==> src/rtl/motor_cmd_deframer.sv <==
`default_nettype none
// +--------------------------------------------------------------------------+
// | motor_cmd_deframer : UART bytes -> 5-byte frames -> per-channel regs     |
// | Rev 1.0                                                                  |
// +--------------------------------------------------------------------------+
module motor_cmd_deframer #(
  parameter int NUM_CH      = 10,
  parameter int TIMEOUT_CYC = 24000
) (
  input  logic                 CLK_SE_AR,
  input  logic                 rst,
  input  logic                 rx_ready,
  input  logic [7:0]           rx_data,
  input  logic [NUM_CH-1:0]    mtr_active,
  output logic [15*NUM_CH-1:0] divider_o,
  output logic [13*NUM_CH-1:0] steps_o,
  output logic [NUM_CH-1:0]    cmd_load,
  output logic [NUM_CH-1:0]    pending,
  output logic                 err_overrun,
  output logic                 err_badch,
  output logic                 err_timeout
);

  localparam int            TW         = (TIMEOUT_CYC > 1) ? $clog2(TIMEOUT_CYC) : 1;
  localparam logic [TW-1:0] c_TMO_LAST = TW'(TIMEOUT_CYC - 1);

  localparam logic [1:0] c_IDLE    = 2'd0;
  localparam logic [1:0] c_PAYLOAD = 2'd1;
  localparam logic [1:0] c_COMMIT  = 2'd2;

  logic [1:0]           state_q, state_d;
  logic [3:0]           ch_q, ch_d;
  logic [31:0]          sh_q, sh_d;
  logic [1:0]           cnt_q, cnt_d;
  logic [TW-1:0]        timer_q, timer_d;
  logic                 rx_ready_q;
  logic [NUM_CH-1:0]    mtr_active_q;
  logic [15*NUM_CH-1:0] divider_q, divider_d;
  logic [13*NUM_CH-1:0] steps_q, steps_d;
  logic [NUM_CH-1:0]    load_q, load_d;
  logic [NUM_CH-1:0]    pending_q, pending_d;
  logic                 err_ovr_q, err_ovr_d;
  logic                 err_bad_q, err_bad_d;
  logic                 err_tmo_q, err_tmo_d;

  logic                 w_byte_stb;
  logic [NUM_CH-1:0]    w_act_rise;
  logic                 w_unused;

  assign w_byte_stb = rx_ready & ~rx_ready_q;
  assign w_act_rise = mtr_active & ~mtr_active_q;
  assign w_unused   = ^sh_q[3:0];

  always_comb begin
    state_d   = state_q;
    ch_d      = ch_q;
    sh_d      = sh_q;
    cnt_d     = cnt_q;
    timer_d   = timer_q;
    divider_d = divider_q;
    steps_d   = steps_q;
    load_d    = '0;
    err_ovr_d = 1'b0;
    err_bad_d = 1'b0;
    err_tmo_d = 1'b0;

    // Controller start is applied before any commit, so a same-cycle commit sees it free.
    pending_d = pending_q & ~w_act_rise;
    for (int c = 0; c < NUM_CH; c++) begin
      if (w_act_rise[c]) begin
        steps_d[13*c +: 13] = '0;
      end
    end

    case (state_q)
      c_IDLE: begin
        if (w_byte_stb) begin
          ch_d    = rx_data[3:0];
          sh_d    = '0;
          cnt_d   = '0;
          timer_d = '0;
          state_d = c_PAYLOAD;
        end
      end

      c_PAYLOAD: begin
        if (w_byte_stb) begin
          sh_d    = {rx_data, sh_q[31:8]};
          cnt_d   = cnt_q + 2'd1;
          timer_d = '0;
          if (cnt_q == 2'd3) begin
            state_d = c_COMMIT;
          end
        end else if (timer_q == c_TMO_LAST) begin
          err_tmo_d = 1'b1;
          state_d   = c_IDLE;
        end else begin
          timer_d = timer_q + TW'(1);
        end
      end

      c_COMMIT: begin
        state_d = c_IDLE;
        if (int'(ch_q) >= NUM_CH) begin
          err_bad_d = 1'b1;
        end else begin
          for (int c = 0; c < NUM_CH; c++) begin
            if (ch_q == 4'(c)) begin
              if (pending_d[c]) begin
                err_ovr_d = 1'b1;
              end else begin
                divider_d[15*c +: 15] = sh_q[18:4];
                steps_d[13*c +: 13]   = sh_q[31:19];
                pending_d[c]          = 1'b1;
                load_d[c]             = 1'b1;
              end
            end
          end
        end
      end

      default: state_d = c_IDLE;
    endcase
  end

  always_ff @(posedge CLK_SE_AR) begin
    if (rst) begin
      state_q      <= c_IDLE;
      ch_q         <= '0;
      sh_q         <= '0;
      cnt_q        <= '0;
      timer_q      <= '0;
      rx_ready_q   <= 1'b0;
      mtr_active_q <= '0;
      divider_q    <= '0;
      steps_q      <= '0;
      load_q       <= '0;
      pending_q    <= '0;
      err_ovr_q    <= 1'b0;
      err_bad_q    <= 1'b0;
      err_tmo_q    <= 1'b0;
    end else begin
      state_q      <= state_d;
      ch_q         <= ch_d;
      sh_q         <= sh_d;
      cnt_q        <= cnt_d;
      timer_q      <= timer_d;
      rx_ready_q   <= rx_ready;
      mtr_active_q <= mtr_active;
      divider_q    <= divider_d;
      steps_q      <= steps_d;
      load_q       <= load_d;
      pending_q    <= pending_d;
      err_ovr_q    <= err_ovr_d;
      err_bad_q    <= err_bad_d;
      err_tmo_q    <= err_tmo_d;
    end
  end

  assign divider_o   = divider_q;
  assign steps_o     = steps_q;
  assign cmd_load    = load_q;
  assign pending     = pending_q;
  assign err_overrun = err_ovr_q;
  assign err_badch   = err_bad_q;
  assign err_timeout = err_tmo_q;

endmodule
`default_nettype wire
==> config.mk <==
export PLATFORM = sky130hd
export DESIGN_NAME = motor_cmd_deframer
export DESIGN_NICKNAME = d
export VERILOG_FILES = /design/src/rtl/motor_cmd_deframer.sv
export SDC_FILE = /design/constraint.sdc
export NUM_CORES = 1
export LEC_CHECK = 0
export CORE_MARGIN = 2
export CORE_UTILIZATION = 45
export DETAILED_ROUTE_END_ITERATION = 10
export PLACE_DENSITY = 0.81
export SKIP_CTS_REPAIR_TIMING = 1
export SLEW_MARGIN = 40
export SYNTH_ARGS = -nofsm -noshare
export SYNTH_HDL_FRONTEND = slang
export SYNTH_SLANG_ARGS = --single-unit
==> constraint.sdc <==
create_clock -name CLK_SE_AR -period 2.3 [get_ports CLK_SE_AR]
set_input_delay 0.69 -clock CLK_SE_AR [delete_from_list [all_inputs] [get_ports CLK_SE_AR]]
set_output_delay 0.69 -clock CLK_SE_AR [all_outputs]
set_load 0.02 [all_outputs]
# == Word-level counts from Yosys, hierarchy flattened ==
# Index checks and enable logic that the tools add are counted.
# Widths: inputs -> output; s select.
# totals
reg_bits,369
in_bits,21
output_inout_bits,303
word_cells,209
# classes
add_sub_neg,2
order_cmp,1
n_eq_ne,18
muxes,97
bitwise_logic,29
n_reduce_logical,30
# op_table
cell,count
$mux 13,30
$mux 130,2
$mux 32,2
$pmux 32 s2,1
$mux 1,48
$mux 15,3
$reduce_and 4->1,10
$reduce_or 4->1,10
$pmux 15 s2,1
$not 1->1,24
$and 10x10->10,2
$mux 10,2
$not 10->10,2
$eq 4x3->1 const B,4
$add 15x1->15 const B,1
$eq 15x15->1 const B,1
$mux 2,6
$ne 3x3->1 const B,3
$reduce_and 3->1,3
$eq 4x2->1 const B,2
$eq 4x4->1 const B,2
$pmux 2 s2,2
$reduce_or 3->1,2
$eq 2x2->1 const B,2
11 further kinds,12

# == Depth between registers and ports, before layout ==
# logic_depth
ltp_word,30
ltp_mapped,8
mapped_depth_nobuf,6

# == Worst setup path before layout ==
# OpenSTA, ideal clock, no wires.
# synth_timing
kind,input-to-reg
start,input port mtr_active[3]
end,"register divider_q[59], in the netlist divider_o[59]"
setup_ns,0.128
t_arrival_ns,1.736
required_ns,2.172
slack_ns,0.437
stages,6
path_buffers,1
cell_sequence,nor2b_1 o21ai_1 nor2_4 buf_4 mux2i_1 nor2_1
# synth_between
elab_chain_cells,5
# synth_rtl
element,line_no,text
from (decl),14,"input logic [NUM_CH-1:0] mtr_active,"
$and 10x10->10,51,assign w_act_rise = mtr_active & ~mtr_active_q;
$not 10->10,68,pending_d = pending_q & ~w_act_rise;
$and 10x10->10,68,
$not 1->1 (no source line),--,
$reduce_and 4->1 (no source line),--,
to (signal assigned),150,divider_q <= divider_d;
to (decl),38,"logic [15*NUM_CH-1:0] divider_q, divider_d;"
# Every way passes these cells.
# A chain may end at the register's enable or synchronous reset.

# == Worst setup path after layout ==
# layout_timing
start,"register pending_q[0], in the netlist pending[0]"
end,output port pending[0]
# layout_lines
element,line_no,text
from (decl),41,"logic [NUM_CH-1:0] pending_q, pending_d;"
from (signal assigned),153,pending_q <= pending_d;
to (decl),18,"output logic [NUM_CH-1:0] pending,"
# No word-level cell between the ends.

==> Implementation_results.wiki <==
{| class="wikitable"
! Metric !! Value
|-
| End of the worst register-to-register path || steps_o[86]$_SDFF_PP0_
|-
| Fraction of power consumed by sequential logic || roughly half
|-
| Seq/Total Area, Yosys || 55.9%
|-
| Clock tree from TritonCTS || yes
|-
| Number of global-route vias before repair || 11700
|-
| Placement Setup Slack || -0.285 ns
|-
| Family of cells with the greatest summed delay on the critical path || buffers and inverters
|-
| Number of distinct library cells after synthesis || 56
|-
| Storage element area || 0.00731 mm²
|-
| Design internal power || 10100 µW
|-
| Reg-to-reg critical path startpoint || ch_q[3]$_SDFFE_PP0P_
|-
| Final GP Congestion || between 0.8 and 0.9
|-
| Sum of net half-perimeters after detailed placement || 29000 µm
|-
| Routed length per instance || 19.5 µm
|-
| Clk_skew || 0.0204 ns
|-
| Synth Area in XOR/XNOR || 0.670%
|-
| Fraction of the mapped netlist area in compound gates || 14.7%
|-
| Total chip power || 12900 µW
|-
| Maximum VDD drop || 0.561 mV
|-
| Maximum clock frequency || 446 MHz
|-
| Setup slack, reg-to-reg || 0.35 ns
|-
| Total power divided by cell area || just over 700 mW/mm²
|-
| Most area-hungry cell type in the Yosys netlist || sky130_fd_sc_hd__dfxtp_1
|-
| Number of CTS-inserted buffers || 37
|-
| Global route overflow || 0
|-
| Top-Level Pins || 324
|-
| Post-route fraction of the period consumed by the critical path || between 90% and 100%
|-
| H-tree depth || 2
|-
| Async set or reset register ratio after synthesis || 0%
|-
| Max_slew headroom || 40.7%
|-
| Worst r2r path cells || 6
|-
| Final design area excluding fillers || 0.0180 mm²
|-
| Hold path start || divider_o[147]$_SDFFE_PP0P_
|-
| Number of synthesized flops with an enable pin || 0
|-
| DRC violation count after routing || 0
|-
| Biggest fanout along the worst timing path || 3
|-
| Main combinational cell family by area after synthesis || simple AND/OR/NAND/NOR gates
|-
| Kind of launch point of the worst setup path || register
|-
| Power share of the clock group || 47.8%
|-
| Clock root buffer master || sky130_fd_sc_hd__clkbuf_16
|-
| Initial antenna violation count || 1
|-
| Max-slew violations || 0
|-
| Fraction of the mapped netlist area in simple logic gates || 22.6%
|-
| Effective utilization at floorplan || 45.6%
|-
| Fraction of layout instances using a drive strength above 1 || 7.43%
|-
| Final routed wirelength across all metal layers || 43200 µm
|-
| Path type of the worst setup path || reg2out
|-
| Top-area cell type share of the netlist area || 55.9%
|-
| Finished Layout Cells || 2215
|-
| Count of max-cap constraint violations || 0
|-
| First-pass iteration count of the detailed router || 7
|-
| Count of synthesis-stage warnings from yosys || 0
|-
| Crit end category || output pin
|-
| Maximum number of pins on one net before global-route repair || 124
|-
| Routed via count divided by cell count || 5.46
|-
| Launching instance or port of the critical path || pending[0]$_SDFF_PP0_
|-
| Slowest stage cell, crit path || sky130_fd_sc_hd__clkdlybuf4s50_1
|-
| Switching portion of total power || about a fifth
|-
| Count of endpoints failing hold in the final timing report || 0
|-
| Outcome || finished clean
|-
| Cell Area, Placed || 0.0168 mm²
|-
| First-pass GRT wire length || 65700 µm
|-
| Critical path required time || 1.61 ns
|-
| Number of nets in the synthesized netlist || 1553
|-
| Cells along the critical path || clkdlybuf4s50_1
|-
| Area used by multi-input combinational logic || 0.00516 mm²
|-
| Count of mapped cells out of synthesis || 1530
|-
| Path class of the lowest-slack min-delay path || reg2reg
|-
| Total core area || approximately 0.029 mm²
|-
| Setup violation total in the final timing report || 0
|-
| Setup TNS Final || 0 ns
|-
| Vias after detailed routing || 12100
|-
| Delay of the slowest critical-path stage || 0.66 ns
|-
| Min cycle time layout || 2.24 ns
|-
| Total Nets Final || 1830
|-
| Final ANT Viol Nets || 0
|-
| Area share of fa/ha/maj cells after synthesis || 0.192%
|-
| Number of buffers between clock root and the deepest sink || 3
|-
| FP Rows || 62
|-
| Insertion delay to the later sink of the worst-skew pair || 0.52 ns
|-
| Tightest Pin Transition || 0.888 ns
|-
| Portion of netlist area occupied by mux cells || 1.23%
|-
| Floorplan die area || approximately 0.03 mm²
|-
| Post-synth design cell area || 0.0131 mm²
|-
| Top area cells in the synthesized netlist || sky130_fd_sc_hd__dfxtp_1 56%, sky130_fd_sc_hd__nand2_1 10%, sky130_fd_sc_hd__a21oi_1 8.1%
|-
| Global-route usage over all layers || 27.6%
|-
| Critical Path AT || 1.55 ns
|-
| Synth Flop Type || sky130_fd_sc_hd__dfxtp_1
|-
| WHS Endpoint || divider_o[147]$_SDFFE_PP0P_
|-
| Die span in x || between 150 and 200 µm
|-
| Clock slew at the register clock pins of the worst setup and hold paths || 0.06 ns
|-
| Number of antenna diodes || 0
|-
| Starting DRT DRC Count || 1009
|-
| Seq cells post-synth || 365
|-
| Placed insts || 2152
|-
| Mean cell area of the mapped netlist || ~8.5 µm²
|-
| Die Height || 174 µm
|-
| RSZ-0062 raised after global routing || false
|-
| Total net switching power || 2710 µW
|-
| Area Growth Syn to Fin || 37.8%
|-
| Leakage Power || around 0.0060 µW
|-
| Cell with the most instances after synthesis || sky130_fd_sc_hd__dfxtp_1
|-
| # clock sinks || 365
|-
| Fill cell count || 2277
|-
| Input/output buffers || 323
|-
| Count of buffering cells on the critical path with inverters included || 1
|-
| Fin worst setup slack || 0.0576 ns
|-
| Hold path cells || 2
|-
| Commonest cells in the synthesized netlist || 365 x sky130_fd_sc_hd__dfxtp_1, 352 x sky130_fd_sc_hd__nand2_1, 211 x sky130_fd_sc_hd__a21oi_1
|-
| Comb pwr share || 2.6%
|}
==> power by group through the flow <==
| stage | Combinational (µW) | Clock, µW | Sequential, µW |
|---|---|---|---|
| floorplan | 219 | 0 | 6490 |
| global placement | 318 | 0 | 6510 |
| detailed placement | 325 | 0 | 6510 |
| CTS | 327 | 6230 | 6370 |
| global route | 361 | 6460 | 6370 |
| finish | 333 | 6150 | 6370 |
==> metal layers <==
metal | vias up | global-route usage, % | part of all wire, %
li1 | 5694 | - | -
met1 | 5686 | 33.3 | 39
met2 | 568 | 44.1 | 46
met3 | 147 | 8.49 | 9.9
met4 | 2 | 15.1 | 5.4
met5 | - | 0 | 0.023
==> sequential cells by signal, summed over array words and instances (netlist names) <==
signal,count
rx_ready_q,1
err_badch,1
err_timeout,1
cnt_q,2
ch_q,4
divider_o,150
pending,10
cmd_load,10
mtr_active_q,10
err_overrun,1
state_q,2
steps_o,130
timer_q,15
sh_q,28
==> cells in the final DEF (no fill, tap or decap), types with 4 or more instances in the layout <==
cell type                         synthesis  routed
sky130_fd_sc_hd__dfxtp_1                365     364
sky130_fd_sc_hd__nand2_1                352     352
sky130_fd_sc_hd__clkdlybuf4s50_1          0     319
sky130_fd_sc_hd__a21oi_1                211     210
sky130_fd_sc_hd__nand3_1                132     132
sky130_fd_sc_hd__nor2_1                  64      64
sky130_fd_sc_hd__o21ai_1                 53      53
sky130_fd_sc_hd__buf_4                    1      41
sky130_fd_sc_hd__clkbuf_16                0      37
sky130_fd_sc_hd__nand2b_1                30      30
sky130_fd_sc_hd__a22o_1                  21      21
sky130_fd_sc_hd__a22oi_1                 21      21
sky130_fd_sc_hd__mux2i_1                 16      16
sky130_fd_sc_hd__nor2b_1                 18      15
sky130_fd_sc_hd__buf_12                   0      13
sky130_fd_sc_hd__o21ai_0                 10      10
sky130_fd_sc_hd__nor3_1                  10      10
sky130_fd_sc_hd__xor2_1                   8       8
sky130_fd_sc_hd__clkinv_2                 0       8
sky130_fd_sc_hd__and3_1                   7       7
sky130_fd_sc_hd__o22ai_1                  7       7
sky130_fd_sc_hd__clkbuf_1                75       7
sky130_fd_sc_hd__and2_1                   6       6
sky130_fd_sc_hd__bufinv_16                0       6
sky130_fd_sc_hd__inv_1                    5       5
sky130_fd_sc_hd__nand4_1                  5       5
sky130_fd_sc_hd__nor2b_2                  1       4
sky130_fd_sc_hd__or3_1                    4       4
sky130_fd_sc_hd__a21oi_2                  3       4
sky130_fd_sc_hd__nor3_2                   5       4
sky130_fd_sc_hd__nor3b_1                  4       4
==> worst max-delay path by stage <==
stage,to,slack (ns),depth (start not counted)
finish,pending[0],0.06,1
detailed placement,steps_o[51]$_SDFF_PP0_,-0.28,6
global route,pending[0],0.01,1
CTS,pending[1],-0.006,1
global placement,steps_o[40]$_SDFF_PP0_,-0.21,6
floorplan,divider_o[59]$_SDFFE_PP0P_,0.44,6
==> cell type report <==
class	instances	share of cell area, %
clock buffer	46	5.44
clock inverter	17	1.36
inverter	5	0.104
multi-input combinational	1021	28.7
sequential	365	40.6
tap	384	2.67
timing repair buffer	377	21.2
==> per-stage QoR <==
stage / hold WS, ns / utilization (%)
after floorplan: 0.447 / -
after global placement: 0.441 / 58.5
after detailed placement: 0.447 / 58.5
after CTS: 0.455 / 62.8
after global routing: 0.470 / 62.9
final: 0.453 / 62.9
==> kinds of logic (layout without fill, tap and decap cells) <==
logic type               after synthesis  in the layout
AND/OR/NAND/NOR                      653            653
flip-flops                           365            365
AO/OA/AOI/OAI                        340            340
buffers and inverters                144            445
multiplexers                          16             16
XOR/XNOR                              10             10
adder cells (fa/ha/maj)                2              2
(Power assumes the default switching activity.)
